--- config.mk ---
export PLATFORM = sky130hd
export DESIGN_NAME = core_scheduler
export DESIGN_NICKNAME = d
export VERILOG_FILES = /design/src/rtl/gpu_pkg.sv /design/src/rtl/sched_pc_select.sv /design/src/rtl/core_scheduler.sv
export SDC_FILE = /design/constraint.sdc
export NUM_CORES = 1
export LEC_CHECK = 0
export ABC_AREA = 1
export CORE_MARGIN = 2
export CORE_UTILIZATION = 37
export DETAILED_ROUTE_END_ITERATION = 8
export HOLD_SLACK_MARGIN = 0.06
export PLACE_DENSITY = 0.79
export SYNTH_ARGS = -nofsm -noshare
export SYNTH_HDL_FRONTEND = slang
export SYNTH_SLANG_ARGS = --single-unit
--- constraint.sdc ---
create_clock -name clk -period 1.4 [get_ports clk]
set_input_delay 0.21 -clock clk [delete_from_list [all_inputs] [get_ports clk]]
set_output_delay 0.21 -clock clk [all_outputs]
set_load 0.005 [all_outputs]
--- src/rtl/gpu_pkg.sv ---
// Shared GPU encodings: core_state broadcast values, LSU state values and the default PC width.
// Imported by the scheduler, ALUs, LSUs and decoder so every unit agrees on the encodings.
package gpu_pkg;

  localparam int PC_W_DEF = 8;

  typedef enum logic [2:0] {
    S_IDLE    = 3'b000,
    S_FETCH   = 3'b001,
    S_DECODE  = 3'b010,
    S_REQUEST = 3'b011,
    S_WAIT    = 3'b100,
    S_EXECUTE = 3'b101,
    S_UPDATE  = 3'b110,
    S_DONE    = 3'b111
  } core_state_t;

  typedef enum logic [1:0] {
    LSU_IDLE       = 2'b00,
    LSU_REQUESTING = 2'b01,
    LSU_WAITING    = 2'b10,
    LSU_DONE       = 2'b11
  } lsu_state_t;

endpackage

--- src/rtl/sched_pc_select.sv ---
// Combinational pick of the lowest-indexed enabled thread's next_pc (current_pc+1 when none enabled).
// Optional SCHED_DIVERGENCE_CHECK_EN adds a flag raised when enabled threads disagree on next_pc.
module sched_pc_select
  import gpu_pkg::*;
#(
  parameter int THREADS = 4,
  parameter int PC_W    = PC_W_DEF
) (
  input  logic [THREADS-1:0]      thread_enable,
  input  logic [PC_W*THREADS-1:0] next_pc,
  input  logic [PC_W-1:0]         current_pc,
`ifdef SCHED_DIVERGENCE_CHECK_EN
  output logic                    diverge,
`endif
  output logic [PC_W-1:0]         sel_pc
);

  logic [PC_W-1:0] sel_pc_s;

  // Priority pick: walk from the top so the lowest enabled thread wins last
  always_comb begin
    sel_pc_s = current_pc + {{(PC_W-1){1'b0}}, 1'b1};
    for (int i = THREADS - 1; i >= 0; i--) begin
      sel_pc_s = thread_enable[i] ? next_pc[PC_W*i +: PC_W] : sel_pc_s;
    end
  end

  assign sel_pc = sel_pc_s;

`ifdef SCHED_DIVERGENCE_CHECK_EN
  logic diverge_s;

  // Any enabled thread differing from the winner implies two enabled threads differ
  always_comb begin
    diverge_s = 1'b0;
    for (int i = 0; i < THREADS; i++) begin
      diverge_s = diverge_s | (thread_enable[i] & (next_pc[PC_W*i +: PC_W] != sel_pc_s));
    end
  end

  assign diverge = diverge_s;
`endif

endmodule

--- src/rtl/core_scheduler.sv ---
// Per-core FSM sequencing FETCH/DECODE/REQUEST/WAIT/EXECUTE/UPDATE and owning the core PC.
// Optional macro SCHED_DIVERGENCE_CHECK_EN adds the sticky divergence_err output.
module core_scheduler
  import gpu_pkg::*;
#(
  parameter int THREADS = 4,
  parameter int PC_W    = PC_W_DEF
) (
  input  logic                      clk,
  input  logic                      reset,
  input  logic                      start,
  input  logic [THREADS-1:0]        thread_enable,
  output logic                      fetch_req,
  input  logic                      fetch_ready,
  input  logic                      decoded_mem_read_enable,
  input  logic                      decoded_mem_write_enable,
  input  logic                      decoded_ret,
  input  logic [2*THREADS-1:0]      lsu_state,
  input  logic [PC_W*THREADS-1:0]   next_pc,
`ifdef SCHED_DIVERGENCE_CHECK_EN
  output logic                      divergence_err,
`endif
  output logic [2:0]                core_state,
  output logic [PC_W-1:0]           current_pc,
  output logic                      done
);

  core_state_t     state_r;
  core_state_t     state_nxt_s;
  logic            fetch_req_r;
  logic            done_r;
  logic [PC_W-1:0] current_pc_r;
  logic [PC_W-1:0] sel_pc_s;
  logic            wait_done_s;
  logic            mem_instr_s;

  assign mem_instr_s = decoded_mem_read_enable | decoded_mem_write_enable;

  // Every enabled thread must report LSU_DONE; disabled threads never block
  always_comb begin
    wait_done_s = 1'b1;
    for (int i = 0; i < THREADS; i++) begin
      wait_done_s = wait_done_s &
                    (~thread_enable[i] | (lsu_state[2*i +: 2] == LSU_DONE));
    end
  end

  // Next-state logic
  always_comb begin
    state_nxt_s = state_r;
    case (state_r)
      S_IDLE:    state_nxt_s = start ? S_FETCH : S_IDLE;
      S_FETCH:   state_nxt_s = fetch_ready ? S_DECODE : S_FETCH;
      S_DECODE:  state_nxt_s = S_REQUEST;
      S_REQUEST: state_nxt_s = S_WAIT;
      S_WAIT:    state_nxt_s = (~mem_instr_s | wait_done_s) ? S_EXECUTE : S_WAIT;
      S_EXECUTE: state_nxt_s = S_UPDATE;
      S_UPDATE:  state_nxt_s = decoded_ret ? S_DONE : S_FETCH;
      S_DONE:    state_nxt_s = S_DONE;
      default:   state_nxt_s = S_IDLE;
    endcase
  end

  // State, PC and registered outputs; outputs follow the state being entered
  always_ff @(posedge clk) begin
    if (reset) begin
      state_r      <= S_IDLE;
      current_pc_r <= {PC_W{1'b0}};
      fetch_req_r  <= 1'b0;
      done_r       <= 1'b0;
    end else begin
      state_r     <= state_nxt_s;
      fetch_req_r <= (state_nxt_s == S_FETCH);
      done_r      <= (state_nxt_s == S_DONE);
      if ((state_r == S_UPDATE) && !decoded_ret) begin
        current_pc_r <= sel_pc_s;
      end else begin
        current_pc_r <= current_pc_r;
      end
    end
  end

`ifdef SCHED_DIVERGENCE_CHECK_EN
  logic diverge_s;
  logic divergence_err_r;

  // Sticky divergence flag, sampled only on non-RET updates
  always_ff @(posedge clk) begin
    if (reset) begin
      divergence_err_r <= 1'b0;
    end else if ((state_r == S_UPDATE) && !decoded_ret && diverge_s) begin
      divergence_err_r <= 1'b1;
    end else begin
      divergence_err_r <= divergence_err_r;
    end
  end

  assign divergence_err = divergence_err_r;
`endif

  sched_pc_select #(
    .THREADS (THREADS),
    .PC_W    (PC_W)
  ) u_pc_select (
    .thread_enable (thread_enable),
    .next_pc       (next_pc),
    .current_pc    (current_pc_r),
`ifdef SCHED_DIVERGENCE_CHECK_EN
    .diverge       (diverge_s),
`endif
    .sel_pc        (sel_pc_s)
  );

  assign core_state = state_r;
  assign current_pc = current_pc_r;
  assign fetch_req  = fetch_req_r;
  assign done       = done_r;

endmodule

==> impl_metrics.py <==
metrics = {
    "outcome": {
        "status": "complete, no violations",
    },
    "sta": {
        "post-route-period-util": 0.983,
        "max_freq_mhz": 727,
        "tightest_slew_ps": 420,
        "slew_viol_final": 0,
        "skew_ps": 3.59,
        "hold_viol_final": 0,
        "setup_viol": 0,
        "rsz0062_at_grt": "true",
        "layout_min_cycle_time_ps": 1380,
        "slew_headroom": 0.716,
    },
    "power": {
        "p_seq_frac": 0.403,
        "max-vdd-ir-drop_mv": 0.641,
        "p_comb_frac": 0.346,
        "p_total_mw": 0.954,
        "powerDensity_mw_per_mm2": 504,
        "p_clk_frac": 0.251,
        "internal_power_mw": 0.692,
        "p_switching_mw": 0.263,
        "power_switching_share": 0.275,
        "p_leak_nw": 0.827,
    },
    "cells_and_area": {
        "fillers": 246,
        "layout.cells.most_common": "nand2_1",
        "regArea_um2": 285,
        "num_antenna_cells": 0,
        "syn2layout_area_growth_pct": 76.4,
        "layoutNonFillerInstCount": 295,
        "final_cell_mix": "nand2_1 (60), clkdlybuf4s50_1 (58), nor2_1 (29), a21oi_1 (19), buf_4 (16)",
        "drive_above_1_share": 0.159,
        "multi_input_area_um2": 697,
        "nNetsFinal": 317,
    },
    "worst_setup_path": {
        "crit_slowest_cell": "clkdlybuf4s50_1",
        "arrival_ps": 1170,
        "worstReg2RegEnd": "current_pc[3]",
        "crit_type": "flop to output pin",
        "end_kind": "output pin",
        "ff2ff_setup_slack_ps": 70,
        "startpoint_type": "flop",
        "critPathRequiredTime_ps": 1190,
        "path_delay_family": "buffers and inverters",
        "rr_worst_depth": 11,
        "slowest_delay_ps": 510,
        "rr_startpoint": "current_pc[1]",
        "crit_path_max_fanout": 5,
        "path_cells": "clkdlybuf4s50_1",
        "crit_buf_inv": 1,
    },
    "route": {
        "drt-vias-per-instance": 4.94,
        "wire_per_inst_um": 11.3,
        "antenna_left": 0,
        "drtIter0Drc": 45,
        "drtPass1Iterations": 4,
        "vias": 1456,
        "route.detailed.drc": 0,
        "drt-total-wl_um": 3350,
    },
    "synthesis": {
        "yosysTopAreaCell": "dfxtp_1",
        "synth-seq-area-share": 0.243,
        "syn_area_mm2": 0.00107,
        "synth_top_area_frac": 0.243,
        "syn_area_per_cell_um2": 5.76,
        "yosysUniqueCellTypes": 25,
        "synth-seq-cells": 13,
        "yosys_warnings": 0,
        "synthesis.nets": 238,
        "synthCells": 186,
        "ys_top_cells_by_area": "dfxtp_1 (24%), nand2_1 (21%), nor2_1 (10%)",
    },
    "grt": {
        "antenna_found_initial": 0,
        "grt_pass1_wl_um": 5150,
        "overflow": 0,
        "grt_start_max_net_pins": 16,
        "grt.total_usage": 0.194,
        "grt_pass1_vias": 1273,
    },
    "flow_run": {
        "maxCapViolations": 0,
    },
    "die": {
        "rows": 19,
        "io_pins": 64,
        "die_x_um": 57.8,
        "start_util": 0.389,
        "die_h_um": 57.8,
        "coreArea_mm2": 0.00276,
        "dieArea_mm2": 0.00334,
    },
    "placement": {
        "dp_hpwl_um": 2670,
        "gp_routability_congestion": 0.865,
        "placed_cells": 288,
        "port-buffer-count": 63,
    },
    "hold_path": {
        "hold_class": "flop to flop",
        "min_path_cells": 2,
        "worstHoldStart": "current_pc[3]",
        "holdPathEnd": "current_pc[3]",
    },
    "clock_tree": {
        "clock_latency_ps": 280,
        "clockRootBuffer": "clkbuf_4",
        "numCtsBuffers": 3,
        "clk_path_buf_depth": 2,
        "h-tree-depth": 1,
        "clk_transition_reported_paths_ps": 80,
        "cts_sinks": 13,
        "cts_tree": "built",
    },
}
## synth_stat cells
library cell,n
nand2_1,61
nor2_1,29
a21oi_1,19
inv_1,15
dfxtp_1,13
nand3_1,11
o21ai_0,10
buf_6,3
o211ai_1,3
a21oi_2,2
buf_4,2
nand4_1,2
nor2_2,2
nor3_1,2
or2_2,2
clkbuf_8,1
clkinv_1,1
clkinv_4,1
ha_1,1
inv_2,1
nand2_2,1
nor2_4,1
o21ai_1,1
o311ai_1,1
o31ai_1,1
## layout make-up
class / instances / area share
flip-flops and latches: 13 / 0.151
repair buffers: 80 / 0.408
multi-input cells: 149 / 0.368
clock buffers: 4 / 0.0139
inverters: 18 / 0.0384
well taps: 31 / 0.0205
## metal layers
| layer | up-vias | share of wire | track usage |
|---|---|---|---|
| li1 | 758 | - | - |
| met1 | 655 | 0.43 | 0.222 |
| met2 | 39 | 0.50 | 0.362 |
| met3 | 4 | 0.051 | 0.0446 |
| met4 | 0 | 0.014 | 0.0465 |
| met5 | - | 0 | 0 |
## registers in the layout, indices dropped and copies added (netlist names)
name / flops
current_pc: 8
fetch_req: 1
done: 1
core_state: 3
## power by group through the flow
stage | Clock (mW) | Combinational [mW] | Sequential [mW]
2_1_floorplan | 0 | 0.128 | 0.398
3_3_place_gp | 0 | 0.326 | 0.399
3_5_place_dp | 0 | 0.329 | 0.398
4_1_cts | 0.245 | 0.331 | 0.387
5_1_grt | 0.272 | 0.364 | 0.386
6_report | 0.239 | 0.330 | 0.384
## metrics by stage
stage / utilization / hold WS (ps) / TNS [ps] / setup WS, ps / cell area [um2]
after floorplan: - / 406 / 0 / 122 / 1070
after detailed placement: 0.652 / 513 / -1740 / -207 / 1800
after global placement: 0.652 / 508 / -1590 / -206 / 1800
after CTS: 0.665 / 501 / 0 / 0.962 / 1830
final: 0.686 / 491 / 0 / 24.0 / 1890
after global routing: 0.686 / 510 / -99.0 / -41.8 / 1890
## cell families (layout without fill, tap and decap cells)
logic type                 count (synthesis)  count (layout)  share of synthesized area
and+or+nand+nor                          111             111                      0.427
adders and majority gates                  1               1                     0.0117
DFF                                       13              13                      0.243
AOI/OAI and AO/OA                         37              37                      0.193
buffers and inverters                     24             102                      0.126
## worst register-to-register path, delay by kind of cell, from the launching register on
kind	cells	cell delay, ps
buf+inv	1	140
flops	1	360
compound gates	1	100
simple gates	9	670
## repair_timing
item / in CTS / in global routing
buffers inserted: 0 / 3
pin swaps: 0 / 2
setup endpoints to repair: 10 / 10
resized for setup: 13 / 11
hold buffers: 0 / 0
## worst max path at each step
stage / startpoint / to / slack, ps / cells after the start
3_3_place_gp: thread_enable[3] / done / -210 / 6
4_1_cts: core_state[1] / core_state[1] / 1 / 1
5_1_grt: current_pc[1] / current_pc[3] / -40 / 11
3_5_place_dp: thread_enable[3] / done / -210 / 6
2_1_floorplan: current_pc[0] / current_pc[6] / 120 / 11
6_report: current_pc[6] / current_pc[6] / 20 / 1
(Power assumes the default switching activity.)
